## src/rtl/kyber_pkg.sv

```systemverilog
// Shared Kyber arithmetic constants for the NTT datapath (q = 3329, Barrett k = 24).
package kyber_pkg;

    localparam int unsigned KYBER_Q   = 3329;
    localparam int unsigned KYBER_Q2  = 6658;
    localparam int unsigned BARRETT_K = 24;
    localparam int unsigned BARRETT_M = 5039;
    localparam int unsigned COEF_W    = 12;
    localparam int unsigned PROD_W    = 24;
    localparam int unsigned MAX_PROD  = 11075584;

endpackage

```

## src/rtl/modred_csub.sv

```systemverilog
// Two-step conditional subtract: folds r in [0, 3q) down to [0, q).
module modred_csub
    import kyber_pkg::*;
(
    input  logic [13:0] r,
    output logic [11:0] res
);

    localparam logic [13:0] Q1 = 14'(KYBER_Q);
    localparam logic [13:0] Q2 = 14'(KYBER_Q2);

    logic [13:0] sel;

    always_comb begin
        sel = r;
        if (r >= Q2) begin
            sel = r - Q2;
        end else if (r >= Q1) begin
            sel = r - Q1;
        end
    end

    assign res = 12'(sel);

endmodule

```

## src/rtl/modred_barrett.sv

```systemverilog
// Three-stage pipelined Barrett reducer, 24-bit product -> residue mod 3329.
// Optional sticky range flag enabled by defining MODRED_RANGE_CHK_EN.
module modred_barrett
    import kyber_pkg::*;
#(
    parameter int TAG_W   = 8,
    parameter int USE_DSP = 1
) (
    input  logic              clk,
    input  logic              rst_n,
    input  logic              in_valid,
    output logic              in_ready,
    input  logic [23:0]       in_P,
    input  logic [TAG_W-1:0]  in_tag,
    output logic              out_valid,
    input  logic              out_ready,
    output logic [11:0]       out_R,
    output logic [TAG_W-1:0]  out_tag,
    output logic              err_range
);

    logic             stall;
    logic             en;

    logic             s1_valid;
    logic [12:0]      s1_e;
    logic [13:0]      s1_p;
    logic [TAG_W-1:0] s1_tag;

    logic             s2_valid;
    logic [13:0]      s2_r;
    logic [TAG_W-1:0] s2_tag;

    logic [12:0]      e_c;
    logic [13:0]      eq_c;
    logic [13:0]      r_c;
    logic [11:0]      res_c;

    // Global enable: the whole pipe freezes while the output is held.
    assign stall    = out_valid && !out_ready;
    assign en       = !stall;
    assign in_ready = en;

    generate
        if (USE_DSP != 0) begin : g_dsp
            (* use_dsp = "yes" *) logic [12:0] e_mul;
            (* use_dsp = "yes" *) logic [13:0] eq_mul;
            assign e_mul  = 13'((37'(in_P) * 37'(BARRETT_M)) >> BARRETT_K);
            assign eq_mul = 14'(s1_e) * 14'(KYBER_Q);
            assign e_c    = e_mul;
            assign eq_c   = eq_mul;
        end else begin : g_gen
            assign e_c  = 13'((37'(in_P) * 37'(BARRETT_M)) >> BARRETT_K);
            assign eq_c = 14'(s1_e) * 14'(KYBER_Q);
        end
    endgenerate

    // True remainder is < 3q < 2^14, so arithmetic modulo 2^14 is exact.
    assign r_c = s1_p - eq_c;

    modred_csub u_csub (
        .r   (s2_r),
        .res (res_c)
    );

    always_ff @(posedge clk or negedge rst_n) begin
        if (!rst_n) begin
            s1_valid  <= 1'b0;
            s1_e      <= '0;
            s1_p      <= '0;
            s1_tag    <= '0;
            s2_valid  <= 1'b0;
            s2_r      <= '0;
            s2_tag    <= '0;
            out_valid <= 1'b0;
            out_R     <= '0;
            out_tag   <= '0;
        end else if (en) begin
            s1_valid  <= in_valid;
            s1_e      <= e_c;
            s1_p      <= in_P[13:0];
            s1_tag    <= in_tag;
            s2_valid  <= s1_valid;
            s2_r      <= r_c;
            s2_tag    <= s1_tag;
            out_valid <= s2_valid;
            out_R     <= res_c;
            out_tag   <= s2_tag;
        end
    end

`ifdef MODRED_RANGE_CHK_EN
    always_ff @(posedge clk or negedge rst_n) begin
        if (!rst_n) begin
            err_range <= 1'b0;
        end else if (in_valid && in_ready && (in_P > 24'(MAX_PROD))) begin
            err_range <= 1'b1;
        end
    end
`else
    assign err_range = 1'b0;
`endif

endmodule

```

## config.mk

```make
export PLATFORM = sky130hd
export DESIGN_NAME = modred_barrett
export DESIGN_NICKNAME = d
export VERILOG_FILES = /design/src/rtl/kyber_pkg.sv /design/src/rtl/modred_csub.sv /design/src/rtl/modred_barrett.sv
export SDC_FILE = /design/constraint.sdc
export NUM_CORES = 1
export LEC_CHECK = 0
export ABC_CLOCK_PERIOD_IN_PS = 7000
export CAP_MARGIN = 20
export CELL_PAD_IN_SITES_DETAIL_PLACEMENT = 0
export CELL_PAD_IN_SITES_GLOBAL_PLACEMENT = 2
export CORE_UTILIZATION = 43
export DETAILED_ROUTE_END_ITERATION = 8
export PLACE_DENSITY = 0.95
export SYNTH_ARGS = -nofsm -noshare
export SYNTH_HDL_FRONTEND = slang
export SYNTH_SLANG_ARGS = --single-unit
```

## constraint.sdc

```tcl
create_clock -name clk -period 7 [get_ports clk]
set_input_delay 0.7 -clock clk [delete_from_list [all_inputs] [get_ports clk]]
set_output_delay 0.7 -clock clk [all_outputs]
set_load 0.1 [all_outputs]
```

* Word-level counts from Yosys, hierarchy flattened *
Index checks and enable logic that the tools add are counted.

word-level totals
  register bits after elaboration = 80
  input port bits = 36
  logic and storage cells = 22

cells by class
  add/subtract/negate cells = 3
  multiply operators = 2
  magnitude comparators = 2
  multiplexer cells = 2
  reductions and logical operators = 3

operators by type and width
  kind                      number
  $mul A24 B13 Y37 const B  1
  $mux W12                  2
  $sub A12 B12 Y12 const B  2
  $ge A14 B12 Y1 const B    1
  $ge A14 B13 Y1 const B    1
  $mul A13 B12 Y14 const B  1
  $sub A14 B14 Y14          1
  $logic_not A1 Y1          2
  $logic_and A1 B1 Y1       1

* Logic depth before layout (Yosys ltp) *
Gate-level depths: netlist of the first run.

  depth in word-level cells = 3
  mapped depth = 20

* Hierarchy *
A second synthesis of the first run with hierarchy kept.

unflattened totals
  cell total of the unflattened synthesis = 1,125
  area, all modules = 10,597.7 um^2

modules (own cells, without submodules)
  module          times used  cells an instance  area each (um^2)  seq. area each (um^2)
  modred_barrett  1           1,032              9,879.5           2,001.9
  modred_csub     1           93                 718.2             0.0

* Worst setup path before layout of the first run *
No wires, ideal clock.

  path kind = input port to flip-flop
  start point = input in_P[11]
  end point = register s1_e[10]
  setup time = 0.127 ns
  arrival time = 5.293 ns
  data required time = 6.873 ns
  slack = 1.580 ns
  stages = 16
  buffers on the path = 0
  cell sequence = fa_1 fa_1 fa_1 fa_1 inv_1 fa_1 inv_1 ha_1 a211oi_1 and2_1 o211ai_1 a211oi_1 a211oi_2 o211a_1 nor4_1 nor3_1

between the ends
  cells in the longest elaborated chain, start to end = 1

ends and longest elaborated chain
  element               RTL line              source
  from (decl)           modred_barrett.sv:13  input logic [23:0] in_P,
  $mul A24 B13 Y37      modred_barrett.sv:48  assign e_mul = 13'((37'(in_P) * 37'(BARRETT_M)) >> BARRETT_K);
  to (signal assigned)  modred_barrett.sv:69  s1_e <= '0;
  to (signal assigned)  modred_barrett.sv:80  s1_e <= e_c;
  to (decl)             modred_barrett.sv:26  logic [12:0] s1_e;

Every way passes these cells.
A chain may end at the register's enable or synchronous reset.

* Final worst setup path of the first run *
  start point = input in_P[13]
  end point = register s1_e[10]

The elaborated chain is that of the path after synthesis.

==> results of run 1 <==
-- placed cells by master (no fill, tap or decap), types with 3 or more instances in the layout --
cell / instances
o21a_1: 10
a21o_1: 15
nand4_1: 6
or2_2: 5
nor4_1: 4
nor2b_1: 5
a211oi_1: 6
nor2_1: 33
buf_4: 9
xnor2_1: 22
nand3_1: 12
a211o_1: 5
o31ai_1: 5
o211ai_1: 4
inv_1: 187
fa_1: 136
clkinv_4: 3
xor2_1: 15
nor3b_1: 6
nor3_1: 13
nand2_1: 136
nand3b_1: 3
ha_1: 166
clkbuf_16: 9
o21ai_1: 3
o21ai_0: 42
clkdlybuf4s50_1: 56
o211a_1: 3
a31oi_1: 5
a21oi_1: 47
dfrtp_1: 80
-- path summary, 6_finish.rpt --
kind / from / endpoint / slack [ps] / depth (start not counted)
max: in_P[13] / s1_e[10]$_DFFE_PN0N_ / 720 / 17
min: rst_n / out_R[11]$_DFFE_PN0N_ / 300 / 1
max reg2reg: s1_e[0]$_DFFE_PN0N_ / s2_r[13]$_DFFE_PN0N_ / 2750 / 14
min reg2reg: s2_valid$_DFFE_PN0N_ / s2_valid$_DFFE_PN0N_ / 460 / 2
max in group asynchronous: rst_n / s1_p[3]$_DFFE_PN0N_ / 5760 / 2
min in group clk: s2_valid$_DFFE_PN0N_ / s2_valid$_DFFE_PN0N_ / 460 / 2
-- cell families (layout without fill, tap and decap cells) --
| logic type | Yosys count | count (layout) | share of synthesized area |
|---|---|---|---|
| fa+ha+maj | 302 | 302 | 0.4793 |
| simple gates | 238 | 238 | 0.1086 |
| buf+inv | 210 | 269 | 0.07909 |
| compound gates | 160 | 160 | 0.1003 |
| flops | 80 | 80 | 0.1999 |
| xor+xnor | 37 | 37 | 0.03236 |
| other cells | 1 | 1 | 0.0003745 |
-- worst reg2reg max path, stage by stage, from the launching register on --
cell      delay [ps]
dfrtp_1          470
fa_1             460
fa_1             510
inv_1             60
fa_1             510
xor2_1           190
ha_1             300
a21o_1           190
a21o_1           200
a21oi_1          180
o21ai_0          170
a211oi_1         430
o31ai_1          160
xnor2_1          200
o21ai_0           90
-- layout make-up --
| class | instances | area, sq um |
|---|---|---|
| repair buffers | 65 | 628.1 |
| well taps | 285 | 356.6 |
| flip-flops and latches | 80 | 2002 |
| fillers | 2156 | 11470 |
| multi-input cells | 738 | 7227 |
| clock buffers | 10 | 229.0 |
| inverters | 188 | 705.7 |
| clock inverters | 6 | 93.84 |
-- flip-flops by register name, indices dropped and copies added (netlist names) --
signal / flops
s2_r: 14
out_R: 12
s2_valid: 1
out_valid: 1
out_tag: 8
s1_e: 13
s1_valid: 1
s2_tag: 8
s1_p: 14
s1_tag: 8
-- synthesized netlist by cell type, types with 3 or more instances --
| library cell | count | share of area |
|---|---|---|
| inv_1 | 187 | 0.070 |
| ha_1 | 166 | 0.21 |
| fa_1 | 136 | 0.27 |
| nand2_1 | 136 | 0.051 |
| dfrtp_1 | 80 | 0.20 |
| a21oi_1 | 47 | 0.023 |
| o21ai_0 | 42 | 0.021 |
| nor2_1 | 33 | 0.012 |
| xnor2_1 | 22 | 0.019 |
| clkbuf_1 | 17 | 0.0064 |
| a21o_1 | 15 | 0.011 |
| xor2_1 | 15 | 0.013 |
| nor3_1 | 13 | 0.0065 |
| nand3_1 | 12 | 0.0060 |
| o21a_1 | 10 | 0.0075 |
| a211oi_1 | 6 | 0.0045 |
| nand4_1 | 6 | 0.0037 |
| nor2b_1 | 6 | 0.0037 |
| nor3b_1 | 6 | 0.0045 |
| a211o_1 | 5 | 0.0044 |
| a31oi_1 | 5 | 0.0031 |
| o31ai_1 | 5 | 0.0037 |
| or2_2 | 5 | 0.0031 |
| buf_1 | 4 | 0.0015 |
| nor4_1 | 4 | 0.0025 |
| o211ai_1 | 4 | 0.0030 |
| nand3b_1 | 3 | 0.0022 |
| o211a_1 | 3 | 0.0030 |
| o21ai_1 | 3 | 0.0015 |
-- routing by layer --
metal	GRT usage	up-vias	share of wire
met2	0.3183	100	0.49
met4	0.04432	0	0.012
li1	-	3445	-
met1	0.2553	3370	0.47
met5	0	-	0
met3	0.02830	20	0.027
-- through the flow --
stage               hold slack (ps)  cells
finish                        299.8   1372
global route                  321.3   1372
CTS                           310.5   1372
detailed placement            448.8   1356
global placement              444.2   1356
floorplan                     404.4   1028
==> results by group, run 1 <==
Routing
  – WL/cell: 15.02 microns
  – Post-Route WL: 20.61 mm
  – Pre-antenna DRT Iters: 4
  – Final ANT Viol Nets: 0
  – DR DRC count: 0
  – Via density per instance: 5.055
  – Via Count: 6,935
  – Number of DRC markers in iteration 0: 241

Final layout
  – Fin nets: around 1,400
  – Synthesis-to-layout area growth: 12.27%
  – Design Area, Final: 11,240 sq um
  – Layout cells sized above 1: 0.03404
  – Layout Utilization: 0.4950
  – Antenna Diode Count: 0

Hold path
  – Worst hold path type: input pin to async pin

Floorplan
  – Initial Utilization: 0.4409
  – Ports: 59
  – Core area: between 20,000 and 25,000 sq um
  – Die area: roughly 24,000 sq um
  – Die boundary height: between 150 and 200 microns
  – Standard-cell row count: 55
  – Die Width: 154.6 microns

Clock network
  – CTS buffer count: 9
  – Post-CTS Hold Fix Bufs: 0
  – Buffer levels on the longest clock path: 2
  – Clock latency on the worst-skew pair: between 300 and 400 ps
  – CTS tree: yes
  – Clk pin slew, worst setup/hold paths: 60 ps
  – Clk root buf: clkbuf_16
  – Setup Buffers After CTS: 0
  – CTS HTree Levels: 3
  – CTS resizes: 0
  – Clk sinks: 80

Yosys
  – Post-synth ARST share: 1.000
  – Post-Synthesis Cell Area: 10,010 sq um
  – Syn_area_per_cell: 9.741 sq um
  – Seq/Total Area, Yosys: 0.1999
  – Yosys cell types: 56
  – Most used flip-flop cell after synthesis: dfrtp_1
  – Syn Inst Count: about 1,000
  – Post-Syn Nets: 1,366
  – Ys Warns: 0
  – Number of synthesized flops with an enable pin: 0
  – Flops & latches, synth: 80

Critical path
  – CP startpoint kind: input pin
  – Largest delay share family, worst path: adder cells
  – Most used cell, CP: fa_1
  – Critical path data required time: 7230 ps
  – Crit Path Max Fanout: 7
  – Slowest CP cell: clkdlybuf4s50_1
  – Critical path, cell by cell: clkdlybuf4s50_1, fa_1, fa_1, fa_1, fa_1, inv_1, fa_1, inv_1, ha_1, a211oi_1, and2_1, o211ai_1, a211oi_1, a211oi_2, o211a_1, nor4_1, nor3_1
  – Worst EP arrival: 6510 ps
  – Crit-path max cell delay: 790 ps
  – CP Capture Type: flip-flop
  – Bufs and invs on worst path: 3
  – Setup CP Type: input pin to flip-flop

Timing
  – Crit path time final: between 6000 and 7000 ps
  – Setup TNS: 0 ps
  – Crit share post-route: 0.8972
  – Slew HR: 0.3536
  – Final setup margin: 719.7 ps
  – Worst Tran Pin Value: 966.6 ps
  – # setup viols final: 0
  – Max frequency: 159.2 MHz
  – Max-slew violation count: 0
  – Unrepaired setup endpoints after global routing: no
  – Setup Skew: 4.431 ps
  – Fin. Hold Viols: 0

Global routing
  – First-pass GRT wire length: 35.64 mm
  – Gr ovfl total: 0
  – Largest net degree at the start of global routing: 82
  – Initial antenna violation count: 0
  – Total GRT Usage: 0.1886
  – Vias in the first global route: 7,235

Placement
  – Instance area at placement: about 11,000 sq um
  – Final Wtd Congestion: ~0.87
  – Port Buffer Count: 57
  – Dpl hpwl: 17.28 mm
  – Place WS: 324.2 ps

Status
  – Outcome: finished clean

Flow run
  – MaxCap Viol Count: 0
Power of run 1 is left out: the tool's default activity adds up to more than one toggle a clock period on the data nets, which glitch-free logic cannot reach.
==> run 2, diff against run 1 <==
Settings changed: ABC_AREA from default to 1, CORE_UTILIZATION 43 to 41, SETUP_SLACK_MARGIN from default to 0.3.
==> run 2 against run 1 <==
- the flow now finishes with violations (design-rule violations)
- clock skew rose by 4.9 ps
- synthesized cell count rose by 32%
- design area rose by 9.6%
- highest routed layer unchanged
- core utilization fell by 2.6 points
- maximum frequency rose by 14%
- clock-buffer cell count did not move
- synthesized area rose by 11%
- via count rose by 24%
- setup slack improved by 750 ps
- die area rose by 16%
- register-to-register slack improved by 290 ps
==> results by group, run 2 <==
Status
  – Outcome: finished with violations
  – Failing checks: design-rule violations

Critical path
  – Most used cell, CP: fa_1
  – Worst R2R Start: s1_e[1]$_DFFE_PN0N_
  – Crit path to: s1_e[0]$_DFFE_PN0N_
  – Bufs and invs on worst path: 3 (unchanged)
  – Crit-path max cell delay: 810 ps (+20 ps)
  – Worst EP arrival: 5770 ps (-740 ps)
  – CP Capture Type: flip-flop
  – Crit Path Max Fanout: 7 (unchanged)
  – Critical path data required time: 7240 ps (about the same)
  – FF-to-FF setup slack: 3040 ps (+290 ps)
  – Reg2Reg Depth: 14 (unchanged)
  – Largest delay share family, worst path: adder cells
  – R2R Path End: s2_r[13]$_DFFE_PN0N_
  – Setup CP Type: input pin to flip-flop
  – Slowest CP cell: clkdlybuf4s50_1
  – Critical path origin: in_P[10]
  – CP startpoint kind: input pin
  – CP Depth: 18 (+1)
  – Critical path, cell by cell: clkdlybuf4s50_1, fa_1, fa_1, fa_1, fa_1, inv_1, fa_1, inv_1, ha_1, a21oi_1, nand2_1, nand2_1, nand3_1, nand2_1, nand3_1, or2_2, nand3_1, nand2_1

Timing
  – Worst Tran Pin Value: 1005 ps (+38.55 ps)
  – Setup TNS: 0 ps (unchanged)
  – Crit path time final: 5528 ps (-752.3 ps)
  – Max frequency: 180.9 MHz (+14%)
  – Unrepaired setup endpoints after global routing: no
  – Fin. Hold Viols: 0 (unchanged)
  – Crit share post-route: 0.7897 (-0.1075)
  – # setup viols final: 0 (unchanged)
  – Slew HR: 0.3278 (-0.02578)
  – Max-slew violation count: 0 (unchanged)
  – Setup Skew: 9.366 ps (+4.935 ps)

Global routing
  – First-pass GRT wire length: 45.96 mm (+29%)
  – Initial antenna violation count: 0 (unchanged)
  – Vias in the first global route: 9,288 (+28%)
  – Total GRT Usage: 0.2081 (+0.01948)
  – Largest net degree at the start of global routing: 94 (+15%)
  – Gr ovfl total: 0 (unchanged)

Yosys
  – Most frequent cells after synthesis: nand2_1 (324), inv_1 (263), ha_1 (166)
  – Most used flip-flop cell after synthesis: dfrtp_1
  – Post-synthesis xor/xnor area fraction: 0.02369 (-0.008669)
  – Synth Area in Adders: 0.4328 (-0.04651)
  – Post-synth ARST share: 1.000 (unchanged)
  – Top cells by area, synth: fa_1 (25%), ha_1 (19%), dfrtp_1 (18%)
  – Syn_area_per_cell: 8.190 sq um (-16%)
  – Count leader, synth: nand2_1
  – Mux contribution to synthesized area: 0 (unchanged)
  – Yosys cell types: 42 (-25%)
  – Syn Inst Count: 1,354 (+32%)
  – Largest family of logic cells by synthesized area: adder cells
  – Ys Warns: 0 (unchanged)
  – Number of synthesized flops with an enable pin: 0 (unchanged)
  – Seq/Total Area, Yosys: 0.1805 (-0.01940)
  – Post-Synthesis Cell Area: 11,090 sq um (+11%)
  – Synth top area share: 0.2455 (-0.02638)
  – Flops & latches, synth: 80 (unchanged)
  – Simple-Gate Fraction of Synth Area: 0.1846 (+0.07600)
  – Compound-cell area share of the yosys netlist: 0.07695 (-0.02339)
  – Cell taking the most area after synthesis: fa_1
  – Post-Syn Nets: 1,692 (+24%)

Floorplan
  – Ports: 59 (unchanged)
  – Initial Utilization: 0.4220 (-0.01897)
  – Die area: 27,710 sq um (+16%)
  – Die boundary height: 166.5 microns (+7.7%)
  – Standard-cell row count: 59 (+7.3%)
  – Core area: 26,280 sq um (+16%)
  – Die Width: 166.5 microns (+7.7%)

Clock network
  – Clock latency on the worst-skew pair: 350 ps (about the same)
  – CTS buffer count: 9 (unchanged)
  – Post-CTS Hold Fix Bufs: 0 (unchanged)
  – CTS HTree Levels: 3 (unchanged)
  – CTS tree: yes
  – Clk root buf: clkbuf_16
  – Setup Buffers After CTS: 0 (unchanged)
  – Clk sinks: 80 (unchanged)
  – CTS resizes: 0 (unchanged)
  – Clk pin slew, worst setup/hold paths: 70 ps (about the same)
  – Buffer levels on the longest clock path: 2 (unchanged)

Final layout
  – Fin nets: 1,742 (+23%)
  – Fillers: 2,646 (+23%)
  – Layout cells sized above 1: 0.02981 (-0.004230)
  – Antenna Diode Count: 0 (unchanged)
  – Synthesis-to-layout area growth: 11.14%
  – Top flop regs: s1_p (14), s2_r (14), s1_e (13)
  – Most frequent cells in the layout: nand2_1 (324), inv_1 (262), ha_1 (166), fa_1 (136), nor2_1 (83)
  – Most common cell after layout, fill and taps aside: nand2_1

Routing
  – Pre-antenna DRT Iters: 7 (+3)
  – Post-Route WL: 26.47 mm (+28%)
  – Via density per instance: 4.938 (-2.3%)
  – Number of DRC markers in iteration 0: 395 (+64%)
  – WL/cell: 15.18 microns (+1.0%)
  – Final ANT Viol Nets: 0 (unchanged)
  – Via Count: 8,611 (+24%)
  – DR DRC count: 3 (+3)

Placement
  – Final Wtd Congestion: 0.8651 (-0.52%)
  – Dpl hpwl: 22.08 mm (+28%)
  – Port Buffer Count: 57 (unchanged)

Flow run
  – MaxCap Viol Count: 0 (unchanged)

Hold path
  – Worst hold path type: input pin to async pin
## run 2: cell types whose count changed after synthesis, sizes merged, moves of 8 or more
cell and delta:
o21a -9, nand2 +192, a211oi -8, nand3 +45
o21ai +37, a21o -8, inv +77, nor2 +53
xnor2 -11
## run 2: how the worst min path moves through the flow
stage	start	end	slack (ps)	cells past startpoint
4_1_cts	rst_n	s2_r[0]$_DFFE_PN0N_	290	1
5_1_grt	rst_n	s1_p[3]$_DFFE_PN0N_	310	1
2_1_floorplan	rst_n	out_R[0]$_DFFE_PN0N_	400	0
6_report	rst_n	s2_r[0]$_DFFE_PN0N_	280	1
3_5_place_dp	s2_valid$_DFFE_PN0N_	out_valid$_DFFE_PN0N_	450	2
3_3_place_gp	s2_valid$_DFFE_PN0N_	out_valid$_DFFE_PN0N_	440	2
## run 2: routing by layer
metal  routed length, microns  vias up  GRT usage
met4                      621        0    0.06240
met1                    11960     4110     0.2636
met5                        0        -          0
li1                         -     4335          -
met2                    13150      129     0.3725
met3                      736       37    0.02258
## run 2: final cells by class
| class | count | area [sq um] | share of cell area |
|---|---|---|---|
| Inverter | 265 | 994.7 | 0.08071 |
| Sequential cell | 80 | 2002 | 0.1624 |
| Multi-Input combinational cell | 987 | 7974 | 0.6470 |
| Timing Repair Buffer | 61 | 598.1 | 0.04853 |
| Clock inverter | 6 | 97.59 | 0.007919 |
| Clock buffer | 10 | 239.0 | 0.01939 |
| Tap cell | 335 | 419.2 | 0.03401 |
## run 2: through the flow
stage | cells | util | cell area (sq um) | hold slack [ps] | setup slack [ps]
after floorplan | 1354 | - | 11090 | 404.4 | 2335
after global placement | 1728 | 0.4562 | 11990 | 439.1 | 1180
after detailed placement | 1728 | 0.4562 | 11990 | 445.5 | 1114
after CTS | 1744 | 0.4690 | 12320 | 292.1 | 1488
after global routing | 1744 | 0.4690 | 12320 | 310.1 | 1143
final | 1744 | 0.4690 | 12320 | 284.2 | 1472
## run 2: worst register-to-register path: cells and delay by family (launching register included)
kind                     cells  cell delay [ps]
flip-flops                   1              460
adder cells (fa/ha/maj)      6             2540
buffers and inverters        2              140
AND/OR/NAND/NOR              6              720
## run 2: logic make-up (layout without fill, tap and decap cells)
| family | after synthesis | count (layout) |
|---|---|---|
| buf+inv | 287 | 342 |
| other cells | 1 | 1 |
| flops | 80 | 80 |
| simple gates | 501 | 501 |
| xor+xnor | 30 | 30 |
| compound gates | 153 | 153 |
| fa+ha+maj | 302 | 302 |
Power of run 2 is left out for the same reason.
